==> src/rtl/md_sched.sv <==
// Multiply/divide sequencer: accepts one long op, drives the mul/div unit handshake,
// commits results to HI/LO, executes MTHI/MTLO and stalls the pipeline while busy.
module md_sched #(
  parameter int unsigned W       = 32,
  parameter int unsigned TIMEOUT = 40
) (
  input  logic         clk,
  input  logic         rst,
  input  logic         req_valid,
  input  logic [2:0]   req_op,
  input  logic [W-1:0] req_a,
  input  logic [W-1:0] req_b,
  output logic         stall,
  output logic [W-1:0] unit_a,
  output logic [W-1:0] unit_b,
  output logic         mul_start,
  output logic         mul_signed,
  input  logic         mul_done,
  input  logic [W-1:0] mul_hi,
  input  logic [W-1:0] mul_lo,
  output logic         div_start,
  output logic         div_signed,
  input  logic         div_done,
  input  logic [W-1:0] div_q,
  input  logic [W-1:0] div_r,
  output logic [W-1:0] hi,
  output logic [W-1:0] lo,
  output logic         dbz,
  output logic         tmo
);

  localparam int unsigned CW = (TIMEOUT > 2) ? $clog2(TIMEOUT) : 1;

  typedef enum logic [1:0] {
    S_IDLE,
    S_ISSUE,
    S_WAIT,
    S_DONE
  } state_t;

  state_t         state_q, state_d;
  logic [W-1:0]   hi_q, hi_d;
  logic [W-1:0]   lo_q, lo_d;
  logic [W-1:0]   a_q, a_d;
  logic [W-1:0]   b_q, b_d;
  logic           is_div_q, is_div_d;
  logic           sgn_q, sgn_d;
  logic [CW-1:0]  cnt_q, cnt_d;
  logic           dbz_q, dbz_d;
  logic           tmo_q, tmo_d;

  always_ff @(posedge clk) begin
    if (rst) begin
      state_q  <= S_IDLE;
      hi_q     <= '0;
      lo_q     <= '0;
      a_q      <= '0;
      b_q      <= '0;
      is_div_q <= 1'b0;
      sgn_q    <= 1'b0;
      cnt_q    <= '0;
      dbz_q    <= 1'b0;
      tmo_q    <= 1'b0;
    end else begin
      state_q  <= state_d;
      hi_q     <= hi_d;
      lo_q     <= lo_d;
      a_q      <= a_d;
      b_q      <= b_d;
      is_div_q <= is_div_d;
      sgn_q    <= sgn_d;
      cnt_q    <= cnt_d;
      dbz_q    <= dbz_d;
      tmo_q    <= tmo_d;
    end
  end

  always_comb begin
    state_d   = state_q;
    hi_d      = hi_q;
    lo_d      = lo_q;
    a_d       = a_q;
    b_d       = b_q;
    is_div_d  = is_div_q;
    sgn_d     = sgn_q;
    cnt_d     = cnt_q;
    dbz_d     = dbz_q;
    tmo_d     = tmo_q;
    stall     = 1'b0;
    mul_start = 1'b0;
    div_start = 1'b0;

    unique case (state_q)
      S_IDLE: begin
        if (req_valid) begin
          if (!req_op[2]) begin
            // op[1] selects divide, op[0] selects unsigned
            a_d      = req_a;
            b_d      = req_b;
            is_div_d = req_op[1];
            sgn_d    = ~req_op[0];
            dbz_d    = 1'b0;
            tmo_d    = 1'b0;
            stall    = 1'b1;
            state_d  = S_ISSUE;
          end else if (req_op == 3'b100) begin
            hi_d = req_a;
          end else if (req_op == 3'b101) begin
            lo_d = req_a;
          end
        end
      end
      S_ISSUE: begin
        stall = 1'b1;
        cnt_d = '0;
        if (!is_div_q) begin
          mul_start = 1'b1;
          state_d   = S_WAIT;
        end else if (b_q != '0) begin
          div_start = 1'b1;
          state_d   = S_WAIT;
        end else begin
          dbz_d   = 1'b1;
          state_d = S_DONE;
        end
      end
      S_WAIT: begin
        stall = 1'b1;
        // a done arriving in the last allowed cycle still wins over the timeout
        if (!is_div_q && mul_done) begin
          hi_d    = mul_hi;
          lo_d    = mul_lo;
          state_d = S_DONE;
        end else if (is_div_q && div_done) begin
          hi_d    = div_r;
          lo_d    = div_q;
          state_d = S_DONE;
        end else if (cnt_q == CW'(TIMEOUT - 1)) begin
          tmo_d   = 1'b1;
          state_d = S_DONE;
        end else begin
          cnt_d = cnt_q + CW'(1);
        end
      end
      S_DONE: begin
        state_d = S_IDLE;
      end
      default: begin
        state_d = S_IDLE;
      end
    endcase
  end

  assign unit_a     = a_q;
  assign unit_b     = b_q;
  assign mul_signed = (state_q != S_IDLE) && !is_div_q && sgn_q;
  assign div_signed = (state_q != S_IDLE) &&  is_div_q && sgn_q;
  assign hi         = hi_q;
  assign lo         = lo_q;
  assign dbz        = (state_q == S_DONE) && dbz_q;
  assign tmo        = (state_q == S_DONE) && tmo_q;

endmodule

==> config.mk <==
export PLATFORM = sky130hd
export DESIGN_NAME = md_sched
export DESIGN_NICKNAME = d
export VERILOG_FILES = /design/src/rtl/md_sched.sv
export SDC_FILE = /design/constraint.sdc
export NUM_CORES = 1
export LEC_CHECK = 0
export CAP_MARGIN = 5
export CELL_PAD_IN_SITES_DETAIL_PLACEMENT = 0
export CELL_PAD_IN_SITES_GLOBAL_PLACEMENT = 2
export CORE_MARGIN = 4
export CORE_UTILIZATION = 34
export CTS_CLUSTER_SIZE = 28
export DETAILED_ROUTE_END_ITERATION = 10
export DONT_BUFFER_PORTS = 1
export HOLD_SLACK_MARGIN = 0.15
export PLACE_DENSITY = 0.82
export SLEW_MARGIN = 20
export SYNTH_ARGS = -nofsm -noshare
export SYNTH_HDL_FRONTEND = slang
export SYNTH_SLANG_ARGS = --single-unit
==> constraint.sdc <==
create_clock -name clk -period 2.67 [get_ports clk]
set_input_delay 0.4005 -clock clk [delete_from_list [all_inputs] [get_ports clk]]
set_output_delay 0.4005 -clock clk [all_outputs]
set_load 0.1 [all_outputs]
; ---- Word level (Yosys, flattened, before mapping)
; Cells that the tools add are included.
[word_totals]
inputBits = 200
reg_bits = 140
word_cells = 98
out_inout_bits = 135
[op_classes]
n_reduce_logical = 23
eq_ne = 20
add_sub_neg = 1
muxes = 42
n_bitwise = 2
[ops]
columns = operator, count
row1 = $mux 32, 11
row2 = $pmux 32 s2, 2
row3 = $reduce_bool 32->1, 1
row4 = $ne 2x2->1 const B, 12
row5 = $mux 6, 3
row6 = $mux 1, 16
row7 = $pmux 6 s2, 1
row8 = $reduce_and 6->1, 2
row9 = $mux 2, 5
row10 = $reduce_and 5->1, 2
row11 = $logic_and 1x1->1, 8
row12 = $pmux 2 s4, 1
row13 = $reduce_bool 2->1, 4
row14 = $add 6x1->6 const B, 1
row15 = $eq 3x3->1 const B, 2
row16 = $eq 6x6->1 const B, 1
row17 = $pmux 1 s2, 3
row18 = $reduce_and 3->1, 2
row19 = $eq 2x2->1 const B, 2
row20 = $ne 4x4->1 const B, 1
row21 = $reduce_and 4->1, 1
row22 = $ne 3x3->1 const B, 1
row23 = $eq 2x1->1 const B, 1
row24 = $logic_not 2->1, 1
row25 = 3 further kinds, 4

; ---- Logic depth before layout (Yosys ltp)
[depth]
ltp_word = 6
ltp_mapped = 8
mapped_depth_nobuf = 6

; ---- Least setup slack after synthesis
; OpenSTA, ideal clock, no wires.
[synth_path]
kind = register to output
startpoint = register state_q[0]
endpoint = output mul_signed
required_time_ns = 2.270
arrival_ns = 2.958
path_stages_with_launch = 4
path_buffers = 0
slack_ns = -0.689
path_cell_list = dfxtp_1 > inv_1 > ha_1 > nor3b_1
[synth_via]
elab_chain_cells = 3
[synth_rtl]
columns = item, line_no
row1 = "start, declared", 41  ; state_t state_q, state_d;
row2 = "start signal, assigned", 65  ; state_q <= state_d;
row3 = $reduce_bool 2->1, 156  ; assign mul_signed = (state_q != S_IDLE) && !is_div_q && sgn_q;
row4 = $logic_and 1x1->1 (2 in a row), 156
row5 = "end, declared", 17  ; output logic mul_signed,
; Every way passes these cells.

; ---- Worst setup path after layout
[layout_path]
startpoint = register is_div_q
endpoint = register hi_q[9], in the netlist hi[9]
[layout_via]
elab_chain_cells = 4
word_cells_on_any_way = 7
cone_classes = 1 x eq/ne / 2 x mux / 4 x reduce/logical
[layout_rtl]
columns = item, line_no
row1 = "start, declared", 46  ; logic is_div_q, is_div_d;
row2 = "start signal, assigned", 70  ; is_div_q <= is_div_d;
row3 = $logic_not 1->1, 130  ; if (!is_div_q && mul_done) begin
row4 = $logic_and 1x1->1, 130
row5 = $ne 3x3->1 (no source line) / $mux 32 (equally long branches), --
row6 = $reduce_and 5->1 (no source line) / $pmux 32 s2 (equally long branches), --
row7 = "end signal, assigned", 66  ; hi_q <= hi_d;
row8 = "end, declared", 42  ; logic [W-1:0] hi_q, hi_d;
; Parallel ways exist; a longest one is shown, timed or not.
; A chain may end at the register's enable or synchronous reset.

==> summary.md <==
| Metric | Value |
|---|---|
| Status | complete, no violations |
| CP Capture Type | register |
| Fin crit period | 2.48 ns |
| CTS H-tree lvls | 4 |
| CP max-delay cell | dlygate4sd3_1 |
| Post-CTS setup buffers | 0 |
| Iteration-0 DRC Markers | 275 |
| CTS tree | yes |
| Synth Area in Simple Gates | 13.3% |
| Routability Congestion | 0.854 |
| TritonRoute pass-1 iters | 5 |
| Leak pwr | 3.21 nW |
| Final nets | 1073 |
| Cell count after synthesis | 781 |
| IO Pins | 335 |
| DR top layer | met4 |
| Syn_area_per_cell | 8.47 um2 |
| Layout area overhead | 30.8% |
| Number of CTS-inserted buffers | 17 |
| FP Rows | 50 |
| Main combinational cell family by area after synthesis | compound AO/OA/AOI/OAI gates |
| Biggest fanout along the worst timing path | 69 |
| Worst Path Arrival | 2.84 ns |
| Worst clock skew | 0.0168 ns |
| Final setup vio count | 0 |
| Slew of the pin with the lowest slew margin | 1.03 ns |
| Sequential fraction of the synthesis area | 42.4% |
| Yosys cell types | 36 |
| Vias | 6306 |
| Routed WL per cell | 20.3 um |
| DRT Wirelength | 23100 um |
| Met2 wire length | 11900 um |
| Compound-gate portion of the synthesized area | 27.6% |
| Max stage delay on crit path | 0.56 ns |
| Cell Area, Synth | 0.00662 mm2 |
| Detail Route Antenna Nets | 0 |
| Placeable core area | 0.0189 mm2 |
| First-pass GRT wire length | 35300 um |
| CP Cell Sequence | mux2i_1 -> and2_4 -> buf_12 -> o21ai_0 -> a21oi_1 -> dlygate4sd3_1 |
| Number of vias per cell | 5.54 |
| Endpoints failing hold | 0 |
| # DRC | 0 |
| Post-route cell area | 0.00865 mm2 |
| Setup total negative slack | 0 ns |
| TritonCTS Sinks | 140 |
| Post-synthesis mux area share | 10.0% |
| Fin util | 45.8% |
| Clk buf depth | 2 |
| Pwr Density | 1000 mW/mm2 |
| Layout cells sized above 1 | 13.2% |
| HP Class | input port to register |
| Global Route Usage Sum | 20.3% |
| Die Area | 0.0218 mm2 |
| Initial antenna violation count | 0 |
| M1 wire length | 8980 um |
| Final period utilization | 92.8% |
| Grt total ovfl | 0 |
| Largest cells by area after synthesis | dfxtp_1 (42%), a2111o_1 (11%), a21oi_1 (10%), mux2i_1 (9.8%), nand2_1 (7.5%) |
| Placed inst area | 0.00731 mm2 |
| Die X | 148 um |
| Adder-cell area share of the yosys netlist | 1.13% |
| Slew Limit Fails | 0 |
| RSZ-0062 raised after global routing | no |
| YS warnings | 0 |
| XOR/XNOR Fraction of Synth Area | 0.265% |
| Power Total | 0.00869 W |
| Setup CP Type | register to register |
| Met3 Routed Length | 1690 um |
| Max cap viols | 0 |
| Largest net degree at the start of global routing | 123 |
| Root buf cell | clkbuf_16 |
| Area leader, netlist | dfxtp_1 |
| Area share of the largest cell type after synthesis | 42.4% |
| Number of diodes | 0 |
| Initial core utilization | 35.0% |
| Multi-input gate area | 0.00352 mm2 |
| Insertion delay to the later sink of the worst-skew pair | 0.42 ns |
| CTS clk-pin slew, worst paths | 0.06 ns |
| Synthesis-stage register bit count | 140 |
| Maximum clock frequency | 404 MHz |
| FF/Latch Area | 0.00280 mm2 |
| Vias in the first global route | 6345 |
| Chip height | 148 um |
| Fillers | 1819 |
| Slew HR | 31.5% |
| Syn_nets | 987 |
| Startpoint Class | register |
| Critical Path RT | 3.03 ns |
| Buffers on Ports | 0 |
| Detail Placement HPWL | 15900 um |
| Max VDD drop | 0.514 mV |
cells in the mapped netlist (all sizes together):
cell type and n:
dfxtp 140, a21oi 135, nand2 133, o21ai 68, mux2i 65, a2111o 64
clkbuf 58, nor2 42, buf 17, nor4 8, ha 6, inv 6
and2 4, nand4 4, a211oi 3, nand2b 3, nand4b 3, nand3 2
nor2b 2, nor3b 2, o211ai 2, o21a 2, or3 2, xor2 2
a211o 1, a21o 1, a31o 1, a32o 1, and3b 1, and4 1
mux2 1, nand3b 1
placed cells by master, fill, tap and decap left out, types with 3 or more instances in the layout:
cell type	n
nor4_1	8
clkbuf_16	17
nand4b_1	3
and2_1	3
a21oi_1	135
a211oi_1	3
buf_12	9
dfxtp_1	139
mux2i_1	65
clkinv_4	4
inv_1	6
o21ai_0	68
dlygate4sd3_1	70
buf_4	62
ha_1	4
nor2_1	40
nand2_1	133
a2111o_1	64
bufinv_16	3
nand4_1	4
nand2b_1	3
per-layer routing:
metal,vias up,track usage (%)
met5,-,0
met4,0,7.08
met3,35,5.95
li1,3007,-
met2,251,36.3
met1,3013,23.2
repair_timing:
action                                  in CTS  in global routing
endpoints found under the setup margin       0                  2
endpoints found under the hold margin      134                  0
hold buffers                                71                  0
resized for setup                            0                  3
power breakdown:
part           total, W  switching [W]  internal (W)
Clock           0.00244       0.000944       0.00150
Sequential      0.00346        0.00112       0.00234
Combinational   0.00279        0.00200      0.000793
Total           0.00869        0.00406       0.00463
worst max-delay path, delay by kind of cell (launching register included):
kind	cells	cell delay (ns)
buffers and inverters	2	0.80
DFF	1	0.54
muxes	1	0.50
AOI/OAI and AO/OA	2	0.31
and+or+nand+nor	1	0.27
sequential cells by signal (all words and copies together) (netlist names):
name	flops
cnt_q	6
dbz_q	1
hi	32
is_div_q	1
lo	32
sgn_q	1
state_q	2
tmo_q	1
unit_a	32
unit_b	32
worst paths after layout:
check                             start                      end  slack (ns)  cells past startpoint
setup / recovery  is_div_q$_SDFFE_PP0P_       hi[9]$_SDFFE_PP0P_        0.19                      6
hold / removal                      rst  state_q[1]$_SDFFE_PP0P_        0.18                      2
setup reg to reg  is_div_q$_SDFFE_PP0P_       hi[9]$_SDFFE_PP0P_        0.19                      6
hold reg to reg      lo[3]$_SDFFE_PP0P_       lo[3]$_SDFFE_PP0P_        0.48                      2
metrics by stage:
step	hold WS (ns)	setup WS, ns	instances
finish	0.177	0.192	1139
global route	0.152	0.0243	1139
CTS	0.155	0.0175	1139
detailed placement	0.465	0.508	1037
global placement	0.459	0.627	1037
floorplan	0.474	0.167	781
area by class of cell:
| cell class | count | share of cell area [%] |
|---|---|---|
| multi-input cells | 560 | 40.7 |
| flip-flops and latches | 140 | 32.4 |
| repair buffers | 142 | 15.9 |
| clock buffers | 19 | 5.12 |
| well taps | 260 | 3.76 |
| clock inverters | 12 | 1.88 |
| inverters | 6 | 0.260 |
cell families (layout without fill, tap and decap cells):
logic type	count (synthesis)	count (layout)
AOI/OAI and AO/OA	278	278
and+or+nand+nor	208	208
DFF	140	140
buffers and inverters	81	179
muxes	66	66
adders and majority gates	6	6
xor gates and xnor gates	2	2
Note: power is estimated with default switching activity, not from simulation.
